<file path="config.mk">
export PLATFORM = sky130hd
export DESIGN_NAME = rk8e_dbrk_flat
export DESIGN_NICKNAME = d
export VERILOG_FILES = /design/src/rtl/rk8e_dbrk_pkg.sv /design/src/rtl/rk8e_dbrk_if.sv /design/src/rtl/rk8e_dbrk.sv /design/src/flat_wrapper.sv
export SDC_FILE = /design/constraint.sdc
export NUM_CORES = 1
export LEC_CHECK = 0
export BUFFER_PORTS_ARGS = -buffer_cell sky130_fd_sc_hd__buf_4
export CORE_ASPECT_RATIO = 1.5
export CORE_UTILIZATION = 43
export CTS_BUF_LIST = sky130_fd_sc_hd__clkbuf_8 sky130_fd_sc_hd__clkbuf_16
export DETAILED_ROUTE_END_ITERATION = 8
export PLACE_DENSITY = 0.73
export SYNTH_ARGS = -nofsm -noshare
export SYNTH_HDL_FRONTEND = slang
export SYNTH_SLANG_ARGS = --single-unit
</file>
<file path="constraint.sdc">
create_clock -name clk -period 1.9 [get_ports clk]
set_clock_uncertainty 0.1 [all_clocks]
set_input_delay 0.285 -clock clk [delete_from_list [all_inputs] [get_ports clk]]
set_output_delay 0.285 -clock clk [all_outputs]
set_load 0.05 [all_outputs]
</file>
<file path="src/rtl/rk8e_dbrk_pkg.sv">
// Shared types for the RK8E data-break channel: FSM state encoding and word-count limit.
package rk8e_dbrk_pkg;

  typedef enum logic [1:0] {
    dbrkIDLE = 2'd0,
    dbrkREQ  = 2'd1,
    dbrkBRK  = 2'd2,
    dbrkGNT  = 2'd3
  } dbrkSTATE_t;

  localparam int DBRK_MAXWORDS = 256;

  // Saturating increment used by the per-sector word counter.
  function automatic logic [8:0] sat_inc9(input logic [8:0] v);
    return (v == 9'(DBRK_MAXWORDS)) ? v : v + 9'd1;
  endfunction

endpackage

</file>
<file path="src/rtl/rk8e_dbrk_if.sv">
// Engine <-> data-break channel bus: one word per request, completed by a dmaGNT pulse.
interface rk8e_dbrk_if;
  logic        dmaREQ;
  logic        dmaRD;
  logic        dmaWR;
  logic [14:0] dmaADDR;
  logic [11:0] dmaDOUT;
  logic [11:0] dmaDIN;
  logic        dmaGNT;

  modport master (output dmaREQ, dmaRD, dmaWR, dmaADDR, dmaDOUT,
                  input  dmaDIN, dmaGNT);
  modport slave  (input  dmaREQ, dmaRD, dmaWR, dmaADDR, dmaDOUT,
                  output dmaDIN, dmaGNT);
endinterface

</file>
<file path="src/rtl/rk8e_dbrk.sv">
// RK8E data-break (DMA) channel: latches an engine request, runs one CPU break, returns dmaGNT.
// Optional REQ-phase timeout / data-late flag enabled by `RK8E_DBRK_TIMEOUT_EN.
module rk8e_dbrk
  import rk8e_dbrk_pkg::*;
#(
  parameter int TIMEOUT_CYC = 255,
  parameter int CNT_W       = 9
) (
  input  logic               clk,
  input  logic               reset,
  input  logic               clear,
  rk8e_dbrk_if.slave         dma,
  output logic               data_break,
  output logic               to_disk,
  output logic [14:0]        brk_addr,
  output logic [11:0]        brk_dout,
  input  logic               break_in_prog,
  input  logic               brk_done,
  input  logic [11:0]        mem_din,
  input  logic               sec_start,
  output logic [CNT_W-1:0]   word_cnt,
  output logic               dma_late
);

  dbrkSTATE_t        state_q, state_d;
  logic              data_break_q, data_break_d;
  logic              to_disk_q, to_disk_d;
  logic [14:0]       brk_addr_q, brk_addr_d;
  logic [11:0]       brk_dout_q, brk_dout_d;
  logic [11:0]       din_q, din_d;
  logic [CNT_W-1:0]  word_cnt_q, word_cnt_d;

  always_comb begin
    state_d      = state_q;
    data_break_d = data_break_q;
    to_disk_d    = to_disk_q;
    brk_addr_d   = brk_addr_q;
    brk_dout_d   = brk_dout_q;
    din_d        = din_q;
    word_cnt_d   = word_cnt_q;

    unique case (state_q)
      dbrkIDLE: begin
        // RD==WR is not a legal request and is simply not accepted.
        if (dma.dmaREQ && (dma.dmaRD ^ dma.dmaWR)) begin
          brk_addr_d   = dma.dmaADDR;
          brk_dout_d   = dma.dmaDOUT;
          to_disk_d    = dma.dmaRD;
          data_break_d = 1'b1;
          state_d      = dbrkREQ;
        end
      end
      dbrkREQ: begin
        // brk_done without break_in_prog implies the break already ran.
        if (brk_done) begin
          data_break_d = 1'b0;
          if (to_disk_q) din_d = mem_din;
          state_d = dbrkGNT;
        end else if (break_in_prog) begin
          data_break_d = 1'b0;
          state_d      = dbrkBRK;
        end
      end
      dbrkBRK: begin
        if (brk_done) begin
          if (to_disk_q) din_d = mem_din;
          state_d = dbrkGNT;
        end
      end
      dbrkGNT: begin
        word_cnt_d = CNT_W'(sat_inc9(9'(word_cnt_q)));
        state_d    = dbrkIDLE;
      end
      default: state_d = dbrkIDLE;
    endcase

    // Sector start clears the count before a same-cycle grant is counted.
    if (sec_start) word_cnt_d = (state_q == dbrkGNT) ? CNT_W'(1) : '0;

    if (clear) begin
      state_d      = dbrkIDLE;
      data_break_d = 1'b0;
      to_disk_d    = 1'b0;
      din_d        = '0;
      word_cnt_d   = '0;
    end
  end

  always_ff @(posedge clk or negedge reset) begin
    if (!reset) begin
      state_q      <= dbrkIDLE;
      data_break_q <= 1'b0;
      to_disk_q    <= 1'b0;
      brk_addr_q   <= '0;
      brk_dout_q   <= '0;
      din_q        <= '0;
      word_cnt_q   <= '0;
    end else begin
      state_q      <= state_d;
      data_break_q <= data_break_d;
      to_disk_q    <= to_disk_d;
      brk_addr_q   <= brk_addr_d;
      brk_dout_q   <= brk_dout_d;
      din_q        <= din_d;
      word_cnt_q   <= word_cnt_d;
    end
  end

  assign data_break = data_break_q;
  assign to_disk    = to_disk_q;
  assign brk_addr   = brk_addr_q;
  assign brk_dout   = brk_dout_q;
  assign word_cnt   = word_cnt_q;
  assign dma.dmaDIN = din_q;
  assign dma.dmaGNT = (state_q == dbrkGNT);

`ifdef RK8E_DBRK_TIMEOUT_EN
  localparam int TMO_W = $clog2(TIMEOUT_CYC + 1);

  logic [TMO_W-1:0] tmo_q, tmo_d;
  logic             dma_late_q, dma_late_d;

  // Counts cycles spent waiting for the CPU; data_break stays up regardless.
  always_comb begin
    tmo_d      = '0;
    dma_late_d = dma_late_q;
    if (state_q == dbrkREQ) begin
      tmo_d = (tmo_q == TMO_W'(TIMEOUT_CYC)) ? tmo_q : tmo_q + 1'b1;
      if (tmo_d == TMO_W'(TIMEOUT_CYC)) dma_late_d = 1'b1;
    end
    if (sec_start) dma_late_d = 1'b0;
    if (clear) begin
      tmo_d      = '0;
      dma_late_d = 1'b0;
    end
  end

  always_ff @(posedge clk or negedge reset) begin
    if (!reset) begin
      tmo_q      <= '0;
      dma_late_q <= 1'b0;
    end else begin
      tmo_q      <= tmo_d;
      dma_late_q <= dma_late_d;
    end
  end

  assign dma_late = dma_late_q;
`else
  // Timeout disabled: the parameter is kept only for interface compatibility.
  logic unused_tmo_cfg;
  assign unused_tmo_cfg = (TIMEOUT_CYC > 0);
  assign dma_late       = 1'b0;
`endif

endmodule

</file>
<file path="src/flat_wrapper.sv">
// flat-port wrapper written by rule: the top's interface ports become plain ports
module rk8e_dbrk_flat import rk8e_dbrk_pkg::*;
#(
  parameter int TIMEOUT_CYC = 255,
  parameter int CNT_W       = 9
)
  (clk, reset, clear, data_break, to_disk, brk_addr, brk_dout, break_in_prog, brk_done, mem_din, sec_start, word_cnt, dma_late, dma_dmaREQ, dma_dmaRD, dma_dmaWR, dma_dmaADDR, dma_dmaDOUT, dma_dmaDIN, dma_dmaGNT);
  rk8e_dbrk_if dma_i ();
  input  logic clk;
  input  logic reset;
  input  logic clear;
  output logic data_break;
  output logic to_disk;
  output logic [14:0] brk_addr;
  output logic [11:0] brk_dout;
  input  logic break_in_prog;
  input  logic brk_done;
  input  logic [11:0] mem_din;
  input  logic sec_start;
  output logic [CNT_W-1:0] word_cnt;
  output logic dma_late;
  input wire logic [$bits(dma_i.dmaREQ)-1:0] dma_dmaREQ;
  input wire logic [$bits(dma_i.dmaRD)-1:0] dma_dmaRD;
  input wire logic [$bits(dma_i.dmaWR)-1:0] dma_dmaWR;
  input wire logic [$bits(dma_i.dmaADDR)-1:0] dma_dmaADDR;
  input wire logic [$bits(dma_i.dmaDOUT)-1:0] dma_dmaDOUT;
  output wire logic [$bits(dma_i.dmaDIN)-1:0] dma_dmaDIN;
  output wire logic [$bits(dma_i.dmaGNT)-1:0] dma_dmaGNT;
  assign dma_i.dmaREQ = dma_dmaREQ;
  assign dma_i.dmaRD = dma_dmaRD;
  assign dma_i.dmaWR = dma_dmaWR;
  assign dma_i.dmaADDR = dma_dmaADDR;
  assign dma_i.dmaDOUT = dma_dmaDOUT;
  assign dma_dmaDIN = dma_i.dmaDIN;
  assign dma_dmaGNT = dma_i.dmaGNT;
  rk8e_dbrk #(.TIMEOUT_CYC(TIMEOUT_CYC), .CNT_W(CNT_W)) u_core (.clk(clk), .reset(reset), .clear(clear), .dma(dma_i), .data_break(data_break), .to_disk(to_disk), .brk_addr(brk_addr), .brk_dout(brk_dout), .break_in_prog(break_in_prog), .brk_done(brk_done), .mem_din(mem_din), .sec_start(sec_start), .word_cnt(word_cnt), .dma_late(dma_late));
endmodule
</file>
Word level (Yosys, flattened, before mapping)
Cells that the tools add are included.
Widths: inputs -> output; s select.

cells by class
  bitwise gates (word level) = 1
  reductions and logical operators = 16
  shifts and indexed selects = 0
  add/subtract/negate cells = 1
  magnitude comparators = 0
  eq/ne operators = 8
  multiplexer cells = 23
  multiply operators = 0
  div/mod/pow operators = 0

operators by type and width
  cell                 count
  $mux 12              4
  $mux 9               4
  $mux 2               5
  $reduce_bool 2->1    5
  $add 9x1->9 const B  1
  $eq 9x9->1 const B   1
  $reduce_and 3->1     3
  $mux 1               8
  $pmux 2 s4           1
  $ne 3x3->1 const B   2
  $reduce_and 2->1     3
  $reduce_bool 3->1    2
  $eq 2x2->1 const B   2
  $ne 4x4->1 const B   1
  $ne 3x2->1 const B   1
  $eq 2x1->1 const B   1
  $logic_not 2->1      1
  $pmux 1 s2           1
  $reduce_or 2->1      1
  $logic_and 1x1->1    1
  $xor 1x1->1          1

word-level totals
  logic and storage cells = 56
  bits in writable memories = 0
  bits of input ports = 48
  bits in latches = 0
  register bits = 52
  bits in read-only memories = 0
  memories kept = 0
  output and inout port bits = 52

Depth between registers and ports, before layout
Gate-level depths: netlist (run 1).

  depth after elaboration = 5
  mapped depth = 7
  mapped depth without buffers = 6

Least setup slack after synthesis (run 1)
OpenSTA, ideal clock, no wires.

  path type = register to register
  start = register u_core.state_q[0]
  end = register u_core.word_cnt_q[5] (netlist: u_core.word_cnt[5])
  period minus slack after synthesis = 2.032 ns
  setup time = 0.072 ns
  slack = -0.132 ns
  data arrival time = 1.859 ns
  required time = 1.728 ns
  path buffers = 0
  cell stages (with the launch flop) = 6
  path through = dfrtp_1 ha_1 inv_1 or4_1 xor2_1 nor2_1

between the ends
  word-level cells in the longest chain between the ends = 3

RTL lines
  element                             RTL line            text
  start: declaration                  rk8e_dbrk.sv:25     dbrkSTATE_t state_q, state_d;
  start signal: assignment            rk8e_dbrk.sv:91     state_q <= dbrkIDLE;
  start signal: assignment            rk8e_dbrk.sv:99     state_q <= state_d;
  $eq 2x2->1                          -
  via dma_dmaGNT                      flat_wrapper.sv:28  output wire logic [$bits(dma_i.dmaGNT)-1:0] dma_dmaGNT;
  $reduce_bool 3->1 (no source line)  -
  $reduce_and 2->1 (no source line)   -
  end signal: assignment              rk8e_dbrk.sv:105    word_cnt_q <= word_cnt_d;
  end: declaration                    rk8e_dbrk.sv:31     logic [CNT_W-1:0] word_cnt_q, word_cnt_d;

The timed path passes the listed nets, and every way through them passes these cells.
A chain may end at the register's enable or synchronous reset.

Worst setup path after layout (run 1)
  start = register u_core.state_q[0]
  end = register u_core.state_q[1]

between the ends
  word-level cells in the longest chain between the ends = 3
  elaborated cells on any way between the ends = 10
  those cells by class = 6 x eq/ne; 2 x mux; 2 x reduce/logical

RTL lines
  element                                                             RTL line         text
  $eq 2x1->1 (tied with other cells)                                  rk8e_dbrk.sv:42  unique case (state_q)
  $ne 4x4->1 (no source line) (tied with other cells)                 -
  $reduce_and 3->1 (no source line) / $mux 2 (equally long branches)  -

Several ways; a longest one is shown, not always the timed one.

==> metrics list, run 1 <==
* Xor and xnor area share after synthesis: 2.64%
- The first global-routing pass estimated 7680 µm of wire.
- The cell sitting at the root of the clock tree is a sky130_fd_sc_hd__clkbuf_8.
* Fill cell total of the finished layout: 449
* Slew Viols, Final: 0
- For the final routed database, the setup TNS stands at 0 ns.
- CP arrival: 1.95 ns
* Mapped Avg Cell Area: 11.7 µm²
* Global Route Usage Sum: 17.9%
* Share of synthesized area occupied by flip-flops and latches: 56.0%
* # Max-Cap Violations: 0
* Final Hold Vio Count: 0
- Summing the areas of all and, or, nand and nor instances in the mapped netlist gives 12.5% of the synthesized area.
- The H-tree generated during clock tree synthesis spans 2 levels.
- Summing over every cut layer, the via total after detailed routing is 1855.
- The number of nets in the synthesized netlist is 254.
* Number of sinks on the clock net: 52
- LEAKAGE: 1.60 nW
* Area Overhead vs Synth: 45.0%
* Total clock buffers created by CTS: 5
- DRC Markers: 0
* Finished Core Util: 65.2%
- Across the VDD grid, the largest voltage drop is 0.976 mV.
- Pre-Repair DR Iteration Count: 4
- Prior to clock tree synthesis, the placed netlist has a worst setup slack of -0.00742 ns.
* Number of rows created at floorplan: 32
- The synthesized netlist devotes 7.22% of its cell area to compound gates.
* Number of I/O pins: 100
* Remaining antenna violation count after routing: 0
- Relative max-transition margin: 57.3%
* Type of the worst min-delay path: in2reg
- Clock Latency Late Sink: 0.30 ns
* Count of state elements after synthesis: 52
* Cell type group with the largest total delay on the critical path: simple AND/OR/NAND/NOR gates
- The number of antenna diodes in the final layout is 0.
- Drt initial violations: 48
- Summed over all layers, the global routing overflow is 0.
* Final critical path time including I/O delays and setup: 1.81 ns
- Result of the run: complete, no violations
- Clock-pin slew was measured on the worst setup and hold paths at 0.09 ns.
- The count of cells in the finished layout, fillers not included, comes to 377.
- Maximum root-to-sink buffer count: 2
* Starting density of the core: 45.0%
- CP bufs+invs: 1
- Derived from the worst setup path, the maximum achievable clock frequency is 0.551 GHz.
- Setup repair after global routing missed its margin: false
- Worst Path Class, Setup: reg2reg
- Full die area: 5710 µm²
- After floorplanning, the core was sized to cover 5160 µm².
- After detailed routing, the total wire length is 4890 µm.
* Height of the chip: 92.0 µm
- Setup crit end kind: flip-flop
- Share of synthesized cell area in full adder, half adder and majority cells: 3.77%
* Slowest cell delay on critical path: 0.56 ns
- The cell area that synthesis handed to floorplanning was 2320 µm².
- Data required time of the critical path: 2.03 ns
- In the final routed layout, each cell accounts on average for 13.0 µm.
- Vias per std cell: 4.92
* Critical path fanouts, max: 6
* Vias in the first global route: 1761
* Number of distinct library cell variants in the gate-level netlist after synthesis: 36
* Cells along the critical path: inv_2, ha_4, or3b_2, o211ai_1, or4b_1, o21ai_1
- Layout cells sized above 1: 51.5%
- Buffers placed on the I/O ports in this run total 98.
- Setup violations remaining at the end of the flow were counted as 0.
- Entering global routing, the biggest net connects 53 pins.
* Dominant combinational cell family by area after synthesis: multiplexers
* Detailed placement HPWL: 3510 µm
- The Yosys step of the flow raised 0 warnings.
* Gp weighted congestion: 0.822
- Number of nets at the end of the flow: 363
* Die span in x: 62.0 µm
- TritonCTS built the clock tree.
- Mux share of post-synthesis cell area: 13.9%
* Number of antenna violations at the first check in global routing: 0
- Final Worst Setup Slack: 0.0860 ns
- Count of mapped cells out of synthesis: 199
- Summing internal, switching and leakage power gives 0.00486 W.
- Fraction of the cycle the final worst path needs: 95.5%
- For this design the ratio of total power to cell area is 1440 nW/µm².
- The number of placed instances, taps included, is 364.
- The largest individual stage delay along the critical path comes from the cell sky130_fd_sc_hd__or4b_1.
* Startpoint type of the worst setup path: flip-flop
* Least-Margin Pin Slew: 0.640 ns
-- path summary, 6_finish.rpt --
path / from / endpoint / slack [ns] / depth (start not counted)
max in group asynchronous: reset / u_core.word_cnt[1] / 0.80 / 2
worst min-delay path: dma_dmaDOUT[8] / u_core.brk_dout[8] / 0.11 / 2
worst max-delay path: u_core.state_q[0] / u_core.state_q[1] / 0.09 / 6
min in group asynchronous: reset / u_core.word_cnt[2] / 0.45 / 2
worst min register to register: u_core.data_break / u_core.data_break / 0.41 / 1
worst max register to register: u_core.state_q[0] / u_core.state_q[1] / 0.09 / 6
-- routing by layer --
metal | part of all wire (%) | track usage (%) | vias up
met5 | 0 | 0 | -
met4 | 1.8 | 6.85 | 0
met3 | 5.7 | 3.81 | 10
met2 | 53 | 30.8 | 68
met1 | 40 | 20.9 | 884
li1 | - | - | 893
-- power by group --
part | total [W] | switching [W] | internal, W | leakage [nW]
clock | 0.000734 | 0.000348 | 0.000386 | 0.0593
combinational | 0.00251 | 0.00161 | 0.000908 | 0.882
sequential | 0.00161 | 0.000174 | 0.00144 | 0.658
total | 0.00486 | 0.00213 | 0.00273 | 1.60
-- sequential cells by signal (all words and copies together), names as in the netlist --
signal / count
u_core.brk_addr: 15
u_core.brk_dout: 12
u_core.dma.dmaDIN: 12
u_core.word_cnt: 9
u_core.data_break: 1
u_core.to_disk: 1
u_core.state_q: 2
-- cell type report --
cell class	instances	area, µm²	share of cell area (%)
Tap cell	68	85.1	2.53
Multi-Input combinational cell	129	972	28.9
Sequential cell	52	1310	38.7
Timing Repair Buffer	112	868	25.8
Clock buffer	5	68.8	2.04
Inverter	8	30.0	0.892
Clock inverter	3	38.8	1.15
-- placed cells by master, fill, tap and decap left out, drive strengths merged, types with 4 or more instances in the layout --
cell,instances
buf,111
nor2,10
a21oi,16
dfrtp,52
ha,7
inv,9
o21ai,4
nand2,27
or4b,4
nand3,4
xor2,5
clkbuf,5
mux2,27
-- cell families after synthesis --
logic type	after synthesis
fa+ha+maj	7
compound gates	27
mux	29
other cells	1
buf+inv	18
xor+xnor	7
flops	52
simple gates	58
-- repair_timing --
action	CTS	global route
setup buffers	1	3
endpoints found under the hold margin	52	0
pin swaps	0	4
resized for setup	0	9
setup endpoints to repair	3	4
hold buffers	1	0
-- cells in the mapped netlist (all sizes together) --
library cell,n,share of area (%)
dfrtp,52,56
mux2,27,13
nand2,27,4.4
a21oi,16,3.4
nor2,10,1.6
inv,8,1.3
ha,7,3.8
buf,6,1.8
xor2,5,1.9
clkbuf,4,0.65
nand3,4,0.86
o21ai,4,1.3
or4b,4,2.0
and3,3,0.81
nand4,3,0.81
mux2i,2,0.86
o211ai,2,0.65
xnor2,2,0.75
a211oi,1,0.32
a31o,1,0.38
conb,1,0.16
nand2b,1,0.27
nor2b,1,0.27
nor3,1,0.22
o21a,1,0.32
o22a,1,0.38
o31a,1,0.38
or2,1,0.27
or3,1,0.27
or3b,1,0.38
or4,1,0.32
-- worst register-to-register path, cell delays in order, from the launching register on --
cell                       delay [ns]
sky130_fd_sc_hd__dfrtp_2         0.42
sky130_fd_sc_hd__inv_2           0.07
sky130_fd_sc_hd__ha_4            0.16
sky130_fd_sc_hd__or3b_2          0.18
sky130_fd_sc_hd__o211ai_1        0.18
sky130_fd_sc_hd__or4b_1          0.56
sky130_fd_sc_hd__o21ai_1         0.08
-- stage by stage --
stage               instance area [µm²]  hold slack, ns
global route                       3370          0.0972
detailed placement                 3180           0.259
global placement                   3180           0.259
CTS                                3310          0.0982
floorplan                          2330          -0.111
finish                             3370           0.110
(Power assumes the default switching activity.)
==> run 2, diff against run 1 <==
ABC_AREA = 1   (was default)
CAP_MARGIN = 20   (was default)
PLACE_DENSITY = 0.81   (was 0.73)
==> metrics list, run 2 <==
* Number of inserted diodes: 0
* Final Setup Violations: 0
* Die span in x: 63.9 µm
- Number of H-tree levels: 2
- In this run, CTS created clock tree buffers numbering 5.
- Entering global routing, the biggest net connects 53 pins.
* Floorplan Core Area: 5490 µm²
* Cells along the critical path: ha_2, buf_4
- Worst reg2reg setup slack: 0.23 ns
- Worst Path Class, Setup: reg2out
- Fraction of the cycle the final worst path needs: 90.9%
* Max reg flops: 15
- Yosys mapped a number of flops with a built-in enable equal to 0.
- The number of placed instances, taps included, is 465.
- The run finished with clean final reports.
- Once the floorplan was initialized, standard cells occupied 45.0% of the core.
* Number of rows created at floorplan: 33
- TritonCTS built the clock tree.
- Final Hold Vio Count: 0
- The cell area that synthesis handed to floorplanning was 2470 µm².
- Post-Route Setup TNS: 0 ns
- # Max-Cap Violations: 0
* Number of standard cells in the final layout excluding fillers: 474
- Share of synthesized area occupied by flip-flops and latches: 52.7%
* LEAKAGE: 1.84 nW
* Slowest stage cell on the critical path: sky130_fd_sc_hd__dfrtp_1
* Setup repair after global routing missed its margin: false
- Most frequent cells in the layout: sky130_fd_sc_hd__nand2_1, sky130_fd_sc_hd__buf_4, sky130_fd_sc_hd__dfrtp_1
* Via total after detailed routing: 2308
- The synthesized design devotes to its leading area cell type 52.7% of total area.
- Worst min-delay path startpoint: dma_dmaDOUT[2]
- Compared with the post-synthesis result, the final layout area differs by 35.9%.
- Before antenna repair, the detailed router went through 4 iterations.
- Clock-pin slew was measured on the worst setup and hold paths at 0.10 ns.
- Nets in the synthesized netlist: 361
- Detailed placement finished with a half-perimeter wire length of 4320 µm.
- In this run the worst path has a maximum fanout of 9.
* Maximum root-to-sink buffer count: 2
- STA classifies the critical path endpoint as an output port.
- In this run the remaining antenna-violating nets after routing total 0.
- Derived from the worst setup path, the maximum achievable clock frequency is 0.579 GHz.
- Once placement finished, the instance area stood at 3240 µm².
- Fill cells in the final layout number 507.
- Number of buffers added for setup after CTS: 0
- Number of antenna violations at the first check in global routing: 0
* Number of distinct library cell variants in the gate-level netlist after synthesis: 24
* Vias per std cell: 4.87
* Height of the chip: 94.8 µm
* Mapped Avg Cell Area: 8.07 µm²
* Least-Margin Pin Slew: 0.672 ns
* Clock Latency Late Sink: 0.30 ns
* CP arrival: 1.34 ns
- Top flip-flop cell by instance count after synthesis: sky130_fd_sc_hd__dfrtp_1
- Ranked by total cell area, the synthesized netlist is headed by sky130_fd_sc_hd__dfrtp_1, sky130_fd_sc_hd__nand2_1, sky130_fd_sc_hd__nand3_1.
- Reg-to-reg startpoint: u_core.state_q[0]
* Cell with the most instances after synthesis: sky130_fd_sc_hd__nand2_1
- Cell depth of the worst flop-to-flop path: 6
* Power density normalized to cell area: 1370 nW/µm²
* Relative max-transition margin: 55.2%
* Buffer type at the clock tree root: sky130_fd_sc_hd__clkbuf_8
- Async set-reset flop share out of synthesis: 100%
- The clock net in this run drives a total of 52 sinks.
- Drt initial violations: 137
- Across the whole layout, storage elements account for 1300 µm².
- The min-delay analysis places its worst path in the category in2reg.
- Global Route Usage Sum: 21.3%
- The final layout contains routed wiring with a total length of 5890 µm.
* Count of yosys warnings during synthesis: 0
- The first global-routing pass estimated 10200 µm of wire.
* Full die area: 6060 µm²
* Startpoint type of the worst setup path: flip-flop
- Vias in the first global route: 2339
- The worst register-to-register path ends at u_core.brk_dout[9].
- Synthesis handed over a netlist of 306 instances.
- In this run the worst setup path begins at u_core.state_q[1].
- The max-slew violation count is 0.
* Number of nets at the end of the flow: 458
* Gp weighted congestion: 0.803
* Final critical path time including I/O delays and setup: 1.73 ns
* Commonest cells in the synthesized netlist: sky130_fd_sc_hd__nand2_1, sky130_fd_sc_hd__dfrtp_1, sky130_fd_sc_hd__nand3_1, sky130_fd_sc_hd__inv_1, sky130_fd_sc_hd__nor2_1
* Largest vdd supply drop: 1.05 mV
* Layout cells sized above 1: 31.4%
* Final-layout worst hold slack: 0.0607 ns
- Total global routing overflow: 0
- After detailed routing, the average wire length per cell comes to 12.4 µm.
- Number of I/O pins: 100
* Data required time of the critical path: 1.51 ns
* DRC Markers: 0
- The path with the worst hold slack has its endpoint at u_core.brk_dout[2].
* Count of state elements after synthesis: 52
- In this design, the stage delay of the slowest critical-path cell is 0.45 ns.
- The finished cells cover 3360 µm².
* Worst hold path cell count: 3
- The synthesized design spends more area on one cell type than any other, namely sky130_fd_sc_hd__dfrtp_1.
- Quantity of I/O buffers inserted on ports: 98
- Multi-input combinational cell area: 1010 µm²
- The library cell used most frequently in the layout, excluding fill and tap cells, is sky130_fd_sc_hd__nand2_1.
[run 2: cell type report]
cell class / instances / share of cell area, %
Clock inverter: 3 / 0.783
Tap cell: 70 / 2.61
Inverter: 26 / 2.98
Sequential cell: 52 / 38.8
Clock buffer: 5 / 2.05
Multi-Input combinational cell: 217 / 30.2
Timing Repair Buffer: 101 / 22.7
[run 2: metal layers]
metal / global-route usage (%) / part of all wire (%)
met1: 24.8 / 41
met2: 37.3 / 50
met3: 6.40 / 7.4
met4: 6.06 / 1.1
met5: 0 / 0
[run 2: worst max-delay path by stage]
stage                                      end  slack (ns)
final                               dma_dmaGNT        0.17
after global placement    u_core.dma.dmaDIN[2]        0.27
after global routing       u_core.brk_dout[10]       0.006
after floorplan             u_core.word_cnt[6]        0.23
after CTS                           dma_dmaGNT        0.07
after detailed placement  u_core.dma.dmaDIN[4]        0.22
[run 2: cell families after synthesis]
| family | count (synthesis) | synth area share [%] |
|---|---|---|
| and+or+nand+nor | 189 | 32.6 |
| buffers and inverters | 37 | 6.64 |
| adders and majority gates | 7 | 3.55 |
| other | 1 | 0.152 |
| AOI/OAI and AO/OA | 20 | 4.41 |
| DFF | 52 | 52.7 |
[run 2: worst max-delay path: cells and delay by family, from the launching register on]
family | cells | cell delay [ns]
flops | 1 | 0.45
fa+ha+maj | 1 | 0.35
buf+inv | 1 | 0.24
[run 2: what timing repair did]
action                                  in CTS  in global routing
gates resized for setup                      0                  3
hold endpoints to repair                    52                  0
hold buffers                                 1                  0
endpoints found under the setup margin       0                  7
[run 2: through the flow]
stage / worst slack, ns / power [W] / util [%]
finish: 0.173 / 0.00460 / 61.1
detailed placement: 0.220 / 0.00396 / 59.0
global route: 0.00554 / 0.00488 / 61.1
floorplan: 0.233 / 0.00322 / -
global placement: 0.267 / 0.00391 / 59.0
CTS: 0.0672 / 0.00464 / 60.9
[run 2: power by group]
| group | internal (W) | switching [W] | leakage, nW |
|---|---|---|---|
| logic | 0.000676 | 0.00164 | 1.12 |
| clock network | 0.000269 | 0.000395 | 0.0423 |
| registers | 0.00142 | 0.000207 | 0.679 |
| total | 0.00236 | 0.00224 | 1.84 |
